--- config.mk ---
export PLATFORM = sky130hd
export DESIGN_NAME = alu_iter_flat
export DESIGN_NICKNAME = d
export VERILOG_FILES = /design/src/rtl/alu_iter_if.sv /design/src/rtl/alu_iter.sv /design/src/flat_wrapper.sv
export SDC_FILE = /design/constraint.sdc
export NUM_CORES = 1
export LEC_CHECK = 0
export ABC_CLOCK_PERIOD_IN_PS = 4300
export CORE_MARGIN = 2
export CORE_UTILIZATION = 56
export CTS_CLUSTER_DIAMETER = 120
export DETAILED_ROUTE_END_ITERATION = 16
export GPL_TIMING_DRIVEN = 0
export PLACE_DENSITY = 0.81
export SYNTH_ARGS = -nofsm -noshare
export SYNTH_HDL_FRONTEND = slang
export SYNTH_SLANG_ARGS = --single-unit
--- constraint.sdc ---
create_clock -name clk_i -period 4.3 [get_ports clk_i]
set_clock_uncertainty 0.05 [all_clocks]
set_input_delay 0.86 -clock clk_i [delete_from_list [all_inputs] [get_ports clk_i]]
set_output_delay 0.86 -clock clk_i [all_outputs]
set_load 0.02 [all_outputs]
--- src/rtl/alu_iter_if.sv ---
// alu_iter request/response bundle.
// master = control unit, slave = ALU.
interface alu_iter_if #(
  parameter int WIDTH = 8,
  parameter int CNT_W = $clog2(WIDTH)
);
  logic             start_i;
  logic [3:0]       ALU_op_i;
  logic [WIDTH-1:0] rs_i;
  logic [WIDTH-1:0] op2_i;
  logic [CNT_W-1:0] count_i;
  logic             carry_i;
  logic             busy_o;
  logic             done_o;
  logic [WIDTH-1:0] res_o;
  logic             carry_o;
  logic             zero_o;
  logic             negative_o;
  logic             overflow_o;
  logic             illegal_o;

  modport master (
    output start_i, ALU_op_i, rs_i,
    output op2_i, count_i, carry_i,
    input  busy_o, done_o, res_o,
    input  carry_o, zero_o, negative_o,
    input  overflow_o, illegal_o
  );

  modport slave (
    input  start_i, ALU_op_i, rs_i,
    input  op2_i, count_i, carry_i,
    output busy_o, done_o, res_o,
    output carry_o, zero_o, negative_o,
    output overflow_o, illegal_o
  );
endinterface

--- src/rtl/alu_iter.sv ---
// Sequential ALU: single-cycle arith/logic,
// iterative one-bit-per-clock shifts.
module alu_iter #(
  parameter int WIDTH = 8,
  parameter int CNT_W = $clog2(WIDTH)
) (
  input logic     clk_i,
  input logic     rst_i,
  alu_iter_if.slave bus
);
  localparam int MSB = WIDTH - 1;

  typedef enum logic {
    IDLE,
    SHIFT
  } state_t;

  state_t           state_q;
  logic [3:0]       op_q;
  logic [MSB:0]     work_q;
  logic [CNT_W-1:0] rem_q;

  logic         busy_q;
  logic         done_q;
  logic [MSB:0] res_q;
  logic         carry_q;
  logic         zero_q;
  logic         neg_q;
  logic         ovf_q;
  logic         ill_q;

  logic [MSB:0] a;
  logic [MSB:0] b;
  logic         cin;

  assign a   = bus.rs_i;
  assign b   = bus.op2_i;
  assign cin = bus.carry_i & bus.ALU_op_i[0];

  logic [WIDTH:0] sum;
  logic [MSB:0]   imm_res;
  logic           imm_c;
  logic           imm_v;
  logic           imm_shift;
  logic           imm_ill;

  always_comb begin
    sum       = '0;
    imm_res   = a;
    imm_c     = 1'b0;
    imm_v     = 1'b0;
    imm_shift = 1'b0;
    imm_ill   = 1'b0;
    case (bus.ALU_op_i)
      4'b0000, 4'b0001: begin
        sum = {1'b0, a} + {1'b0, b}
            + {{WIDTH{1'b0}}, cin};
        imm_res = sum[MSB:0];
        imm_c   = sum[WIDTH];
        imm_v   = (a[MSB] == b[MSB])
               && (sum[MSB] != a[MSB]);
      end
      4'b0010, 4'b0011: begin
        sum = {1'b0, a} - {1'b0, b}
            - {{WIDTH{1'b0}}, cin};
        imm_res = sum[MSB:0];
        imm_c   = sum[WIDTH];
        imm_v   = (a[MSB] != b[MSB])
               && (sum[MSB] != a[MSB]);
      end
      4'b0100: imm_res = a & b;
      4'b0101: imm_res = a | b;
      4'b0110: imm_res = a ^ b;
      4'b0111: imm_res = a & ~b;
      4'b1000, 4'b1001, 4'b1010,
      4'b1011, 4'b1100: begin
        // count=0 shift: passthrough, carry_i kept
        imm_shift = 1'b1;
        imm_res   = a;
        imm_c     = bus.carry_i;
      end
      default: imm_ill = 1'b1;
    endcase
  end

  logic [MSB:0] step_res;
  logic         step_out;

  always_comb begin
    step_res = work_q;
    step_out = work_q[0];
    case (op_q)
      4'b1000: begin
        step_res = {work_q[MSB-1:0], 1'b0};
        step_out = work_q[MSB];
      end
      4'b1001: begin
        step_res = {1'b0, work_q[MSB:1]};
        step_out = work_q[0];
      end
      4'b1010: begin
        step_res = {work_q[MSB-1:0], work_q[MSB]};
        step_out = work_q[MSB];
      end
      4'b1011: begin
        step_res = {work_q[0], work_q[MSB:1]};
        step_out = work_q[0];
      end
      default: begin
        step_res = {work_q[MSB], work_q[MSB:1]};
        step_out = work_q[0];
      end
    endcase
  end

  always_ff @(posedge clk_i) begin
    if (rst_i) begin
      state_q <= IDLE;
      op_q    <= '0;
      work_q  <= '0;
      rem_q   <= '0;
      busy_q  <= 1'b0;
      done_q  <= 1'b0;
      res_q   <= '0;
      carry_q <= 1'b0;
      zero_q  <= 1'b1;
      neg_q   <= 1'b0;
      ovf_q   <= 1'b0;
      ill_q   <= 1'b0;
    end else begin
      done_q <= 1'b0;
      ill_q  <= 1'b0;
      case (state_q)
        IDLE: begin
          if (bus.start_i) begin
            if (imm_ill) begin
              done_q <= 1'b1;
              ill_q  <= 1'b1;
            end else if (imm_shift &&
                         bus.count_i != '0) begin
              op_q    <= bus.ALU_op_i;
              work_q  <= a;
              rem_q   <= bus.count_i;
              busy_q  <= 1'b1;
              state_q <= SHIFT;
            end else begin
              res_q   <= imm_res;
              carry_q <= imm_c;
              zero_q  <= (imm_res == '0);
              neg_q   <= imm_res[MSB];
              ovf_q   <= imm_v;
              done_q  <= 1'b1;
            end
          end
        end
        SHIFT: begin
          if (rem_q == CNT_W'(1)) begin
            res_q   <= step_res;
            carry_q <= step_out;
            zero_q  <= (step_res == '0);
            neg_q   <= step_res[MSB];
            ovf_q   <= 1'b0;
            done_q  <= 1'b1;
            busy_q  <= 1'b0;
            state_q <= IDLE;
          end else begin
            work_q <= step_res;
            rem_q  <= rem_q - CNT_W'(1);
          end
        end
        default: state_q <= IDLE;
      endcase
    end
  end

  assign bus.busy_o     = busy_q;
  assign bus.done_o     = done_q;
  assign bus.res_o      = res_q;
  assign bus.carry_o    = carry_q;
  assign bus.zero_o     = zero_q;
  assign bus.negative_o = neg_q;
  assign bus.overflow_o = ovf_q;
  assign bus.illegal_o  = ill_q;
endmodule

--- src/flat_wrapper.sv ---
// flat-port wrapper written by rule: the top's interface ports become plain ports
module alu_iter_flat 
#(
  parameter int WIDTH = 8,
  parameter int CNT_W = $clog2(WIDTH)
)
  (clk_i, rst_i, bus_start_i, bus_ALU_op_i, bus_rs_i, bus_op2_i, bus_count_i, bus_carry_i, bus_busy_o, bus_done_o, bus_res_o, bus_carry_o, bus_zero_o, bus_negative_o, bus_overflow_o, bus_illegal_o);
  alu_iter_if #(.WIDTH(WIDTH), .CNT_W(CNT_W)) bus_i ();
  input logic clk_i;
  input logic rst_i;
  input wire logic [$bits(bus_i.start_i)-1:0] bus_start_i;
  input wire logic [$bits(bus_i.ALU_op_i)-1:0] bus_ALU_op_i;
  input wire logic [$bits(bus_i.rs_i)-1:0] bus_rs_i;
  input wire logic [$bits(bus_i.op2_i)-1:0] bus_op2_i;
  input wire logic [$bits(bus_i.count_i)-1:0] bus_count_i;
  input wire logic [$bits(bus_i.carry_i)-1:0] bus_carry_i;
  output wire logic [$bits(bus_i.busy_o)-1:0] bus_busy_o;
  output wire logic [$bits(bus_i.done_o)-1:0] bus_done_o;
  output wire logic [$bits(bus_i.res_o)-1:0] bus_res_o;
  output wire logic [$bits(bus_i.carry_o)-1:0] bus_carry_o;
  output wire logic [$bits(bus_i.zero_o)-1:0] bus_zero_o;
  output wire logic [$bits(bus_i.negative_o)-1:0] bus_negative_o;
  output wire logic [$bits(bus_i.overflow_o)-1:0] bus_overflow_o;
  output wire logic [$bits(bus_i.illegal_o)-1:0] bus_illegal_o;
  assign bus_i.start_i = bus_start_i;
  assign bus_i.ALU_op_i = bus_ALU_op_i;
  assign bus_i.rs_i = bus_rs_i;
  assign bus_i.op2_i = bus_op2_i;
  assign bus_i.count_i = bus_count_i;
  assign bus_i.carry_i = bus_carry_i;
  assign bus_busy_o = bus_i.busy_o;
  assign bus_done_o = bus_i.done_o;
  assign bus_res_o = bus_i.res_o;
  assign bus_carry_o = bus_i.carry_o;
  assign bus_zero_o = bus_i.zero_o;
  assign bus_negative_o = bus_i.negative_o;
  assign bus_overflow_o = bus_i.overflow_o;
  assign bus_illegal_o = bus_i.illegal_o;
  alu_iter #(.WIDTH(WIDTH), .CNT_W(CNT_W)) u_core (.clk_i(clk_i), .rst_i(rst_i), .bus(bus_i));
endmodule
==> impl_summary.md <==
Setup path
STA classifies the critical path endpoint as a flip-flop. The number of cells on the worst reg-to-reg path is 8. The startpoint identified for the worst register-to-register timing path is u_core.state_q.

Along the worst path, the maximum fanout reaches 4. The classification of the worst setup path is input port to flip-flop. The category of the worst setup path launch point is an input port.

The worst reg2reg path endpoint is u_core.bus.res_o[2]. The worst register-to-register path has a setup slack of 2.09 ns. The endpoint required time on the critical path is 4.46 ns. Data on the critical path arrives at its endpoint at roughly 4 ns.

Layout
The share of final-layout standard cells stronger than drive strength 1 is around 7.0%. From synthesis to final layout, the design area changed by 19.24%. The filler cell count in the final layout is between 400 and 500. The final instance area is approximately 0.0036 sq mm. The antenna cell count is 0. The net count of the finished layout is ~510.

After the flow finishes, the layout carries non-filler instances totaling slightly above 500. At the end of the flow the core is filled with cells to between 60% and 70%.

Drt
The number of nets with antenna violations after routing is 0. The first-pass iteration count of the detailed router is 5. Detailed routing inserted a total of about 3200 vias.

The total length of routed wires is between 8000 and 9000 microns. Dividing the detail-routed via count by the number of cells gives between 6 and 7. The residual DRC count is 0. After detailed routing, the average wire length per cell comes to between 15 and 20 microns. The count of routing violations after the opening detailed-route iteration is about 250.

Logic synthesis
sky130_fd_sc_hd__nand2_1 is the most common cell in the netlist. The largest total area in the synthesized netlist belongs to sky130_fd_sc_hd__dfxtp_1. For this run, asynchronously set or reset flops after synthesis account for 0%. The proportion of synthesized chip area in sequential cells is between 10% and 20%. When the netlist entered floorplanning its net count stood at ~460. Yosys mapped a number of flops with a built-in enable equal to 0. The count of mapped cells out of synthesis is between 300 and 400. The area of the mapped netlist is approximately 0.003 sq mm. The area share of the largest cell type after synthesis is between 10% and 20%. The total number of yosys warnings is 0. The primary flip-flop cell chosen by synthesis mapping is sky130_fd_sc_hd__dfxtp_1. After synthesis, the most frequently instantiated cells are sky130_fd_sc_hd__nand2_1 (55), sky130_fd_sc_hd__ha_1 (31), sky130_fd_sc_hd__inv_1 (31). The post-synthesis cell type count is between 60 and 70. The synthesized design contains 30 register bits. The average footprint of a synthesized cell is 7.602 sq um.

After synthesis, the cell types taking the most area are sky130_fd_sc_hd__dfxtp_1 (20%), sky130_fd_sc_hd__ha_1 (13%), sky130_fd_sc_hd__nand2_1 (6.9%).

GRT
Entering global routing, the biggest net connects 11 pins. The initial antenna violation count is 0. The final global-route overflow total is 0. The wire length of the first global-routing pass is between 10000 and 15000 microns.

The all-layer global routing usage is around 30%. The number of global-route vias before repair was between 3000 and 4000.

Placed design
Counting tap cells, the placed design contains a total of 506 instances. In this run the tool buffered the top-level ports with 40 buffer cells. In this run the cell area measured after placement is approximately 0.0035 sq mm. The pre-CTS worst setup slack is around 0.36 ns. Routability-driven placement finished with a final weighted congestion of just under 1.

The sum of net half-perimeters after detailed placement is roughly 6800 microns.

Floorplan
The die width is 77.32 microns. The height of the die is about 77 microns. In this run the count of I/O pins placed on the die edge is 42. The row count is 26. For this configuration, the core starts out at a cell density of 58.57%. The floorplan step defined a core boundary enclosing around 0.0051 sq mm.

The full die area is around 0.006 sq mm.

Clock tree
The number of H-tree branching levels is 2. The clock sink total is 30. Post-CTS repair changed the size of 0 cells. The clock reaches the later pin of the worst-skew pair after around 0.29 ns. The total setup buffers inserted after CTS is 0. The clock tree from TritonCTS is done. Clock-pin slew was measured on the worst setup and hold paths at about 0.07 ns. The number of buffers created by CTS is 5. The buffer type at the clock tree root is sky130_fd_sc_hd__clkbuf_8.

Counting along the longest clock path gives a buffer depth of 2. For this design, the CTS-stage hold fixing added 0 buffers.

Job
Max-cap violations in this run came to 0.

Power and ir drop
Across the VDD grid, the largest voltage drop is about 0.15 mV. After layout, the design draws a total of ~950 uW. The power density of the placed cells is 263.8 mW/mm^2.

The leakage power is ~1.5 nW.

Run status
The flow ran to the end, and the final reports show no timing, DRC or antenna violations.

STA
Setup violations remaining at the end of the flow were counted as 0. At the pin with the least slew margin, the transition time is around 0.56 ns. For the finished layout, the period the worst path requires is roughly 3.8 ns. Setup repair after global routing left no endpoint under its margin. For the final routed database, the setup TNS stands at 0 ns. For this run, the top clock speed supported by timing is 0.2623 GHz.

The hold violation total from the final report is 0. The slack of the critical path is roughly 0.5 ns. The share of the cycle needed by the critical path after routing is 88.65%.

The final worst hold slack is 0.4029 ns. The count of pins over their slew limit is 0. The headroom to the max-slew limit is 62.21%.

Min path
The worst hold endpoint is u_core.op_q[3]. In this run the worst hold path is classified as flip-flop to flip-flop. The count of cells along the worst hold path is 2.

The start point of the worst min-delay path is u_core.op_q[3].
## flip-flops by register name (all words and copies together), names as in the netlist
| register | flops |
|---|---|
| u_core.work_q | 8 |
| u_core.bus.illegal_o | 1 |
| u_core.rem_q | 3 |
| u_core.bus.busy_o | 1 |
| u_core.bus.res_o | 8 |
| u_core.bus.overflow_o | 1 |
| u_core.op_q | 4 |
| u_core.bus.zero_o | 1 |
| u_core.state_q | 1 |
| u_core.bus.carry_o | 1 |
| u_core.bus.done_o | 1 |
## cells in the final DEF (no fill, tap or decap), drive strengths merged, types with 3 or more instances in the layout
master	n
a211oi	4
a21o	3
a21oi	28
a221oi	3
a22oi	4
a31oi	5
and3	3
buf	9
clkbuf	20
clkdlybuf4s50	40
dfxtp	30
fa	4
ha	31
inv	33
mux2	4
mux2i	13
nand2	55
nand2b	7
nand3	10
nand3b	4
nor2	27
nor2b	5
nor3	5
nor3b	3
nor4	3
o211ai	10
o21a	4
o21ai	13
o221a	3
o22ai	9
o31ai	6
or2	3
or3	6
xnor2	10
xor2	3
## power by group
group | total [mW] | internal [mW] | switching [mW]
combinational | 0.395 | 0.171 | 0.224
sequential | 0.315 | 0.298 | 0.0166
clock | 0.237 | 0.129 | 0.108
## kinds of logic (layout without fill, tap and decap cells)
logic type,after synthesis,count (layout),synth area share [%]
buffers and inverters,55,103,7.772
DFF,30,30,19.95
xor gates and xnor gates,13,13,3.782
adders and majority gates,35,35,15.54
and+or+nand+nor,139,139,22.40
muxes,17,17,5.819
AOI/OAI and AO/OA,107,107,24.73
## critical path: stages
cell                              delay (ns)
sky130_fd_sc_hd__clkdlybuf4s50_1        0.58
sky130_fd_sc_hd__inv_1                  0.14
sky130_fd_sc_hd__fa_1                   0.56
sky130_fd_sc_hd__inv_1                  0.07
sky130_fd_sc_hd__ha_1                   0.18
sky130_fd_sc_hd__o21a_1                 0.21
sky130_fd_sc_hd__nor4_1                 0.27
sky130_fd_sc_hd__nor4_1                 0.12
sky130_fd_sc_hd__nor3_1                 0.46
sky130_fd_sc_hd__xnor2_1                0.19
sky130_fd_sc_hd__nand3_1                0.12
sky130_fd_sc_hd__a211oi_2               0.22
## per-layer routing
layer | GRT usage, % | vias to the layer above | wire length [microns]
li1 | - | 1506 | -
met1 | 36.30 | 1481 | 3528
met2 | 50.61 | 177 | 4212
met3 | 4.824 | 25 | 675
met4 | 13.57 | 0 | 241
met5 | 0 | - | 0
## worst max path at each step
stage / end / slack (ns) / startpoint / cells after the start
6_report: u_core.bus.overflow_o / 0.49 / bus_rs_i[0] / 12
5_1_grt: u_core.bus.overflow_o / 0.38 / bus_op2_i[0] / 12
4_1_cts: u_core.bus.zero_o / 0.61 / bus_rs_i[0] / 12
3_3_place_gp: u_core.bus.overflow_o / 0.36 / bus_rs_i[0] / 12
3_5_place_dp: u_core.bus.zero_o / 0.36 / bus_rs_i[0] / 12
2_1_floorplan: u_core.bus.zero_o / 0.92 / bus_ALU_op_i[0] / 14
## final cells by class
| type | instances | area (sq um) | share of cell area (%) |
|---|---|---|---|
| Multi-Input combinational cell | 311 | 2176 | 60.61 |
| Buffer | 22 | 110.1 | 3.067 |
| Clock inverter | 1 | 5.005 | 0.1394 |
| Clock buffer | 7 | 86.33 | 2.405 |
| Inverter | 33 | 123.9 | 3.451 |
| Timing Repair Buffer | 40 | 400.4 | 11.15 |
| Tap cell | 70 | 87.58 | 2.440 |
| Sequential cell | 30 | 600.6 | 16.73 |
Power figures use the tool's default switching activity.
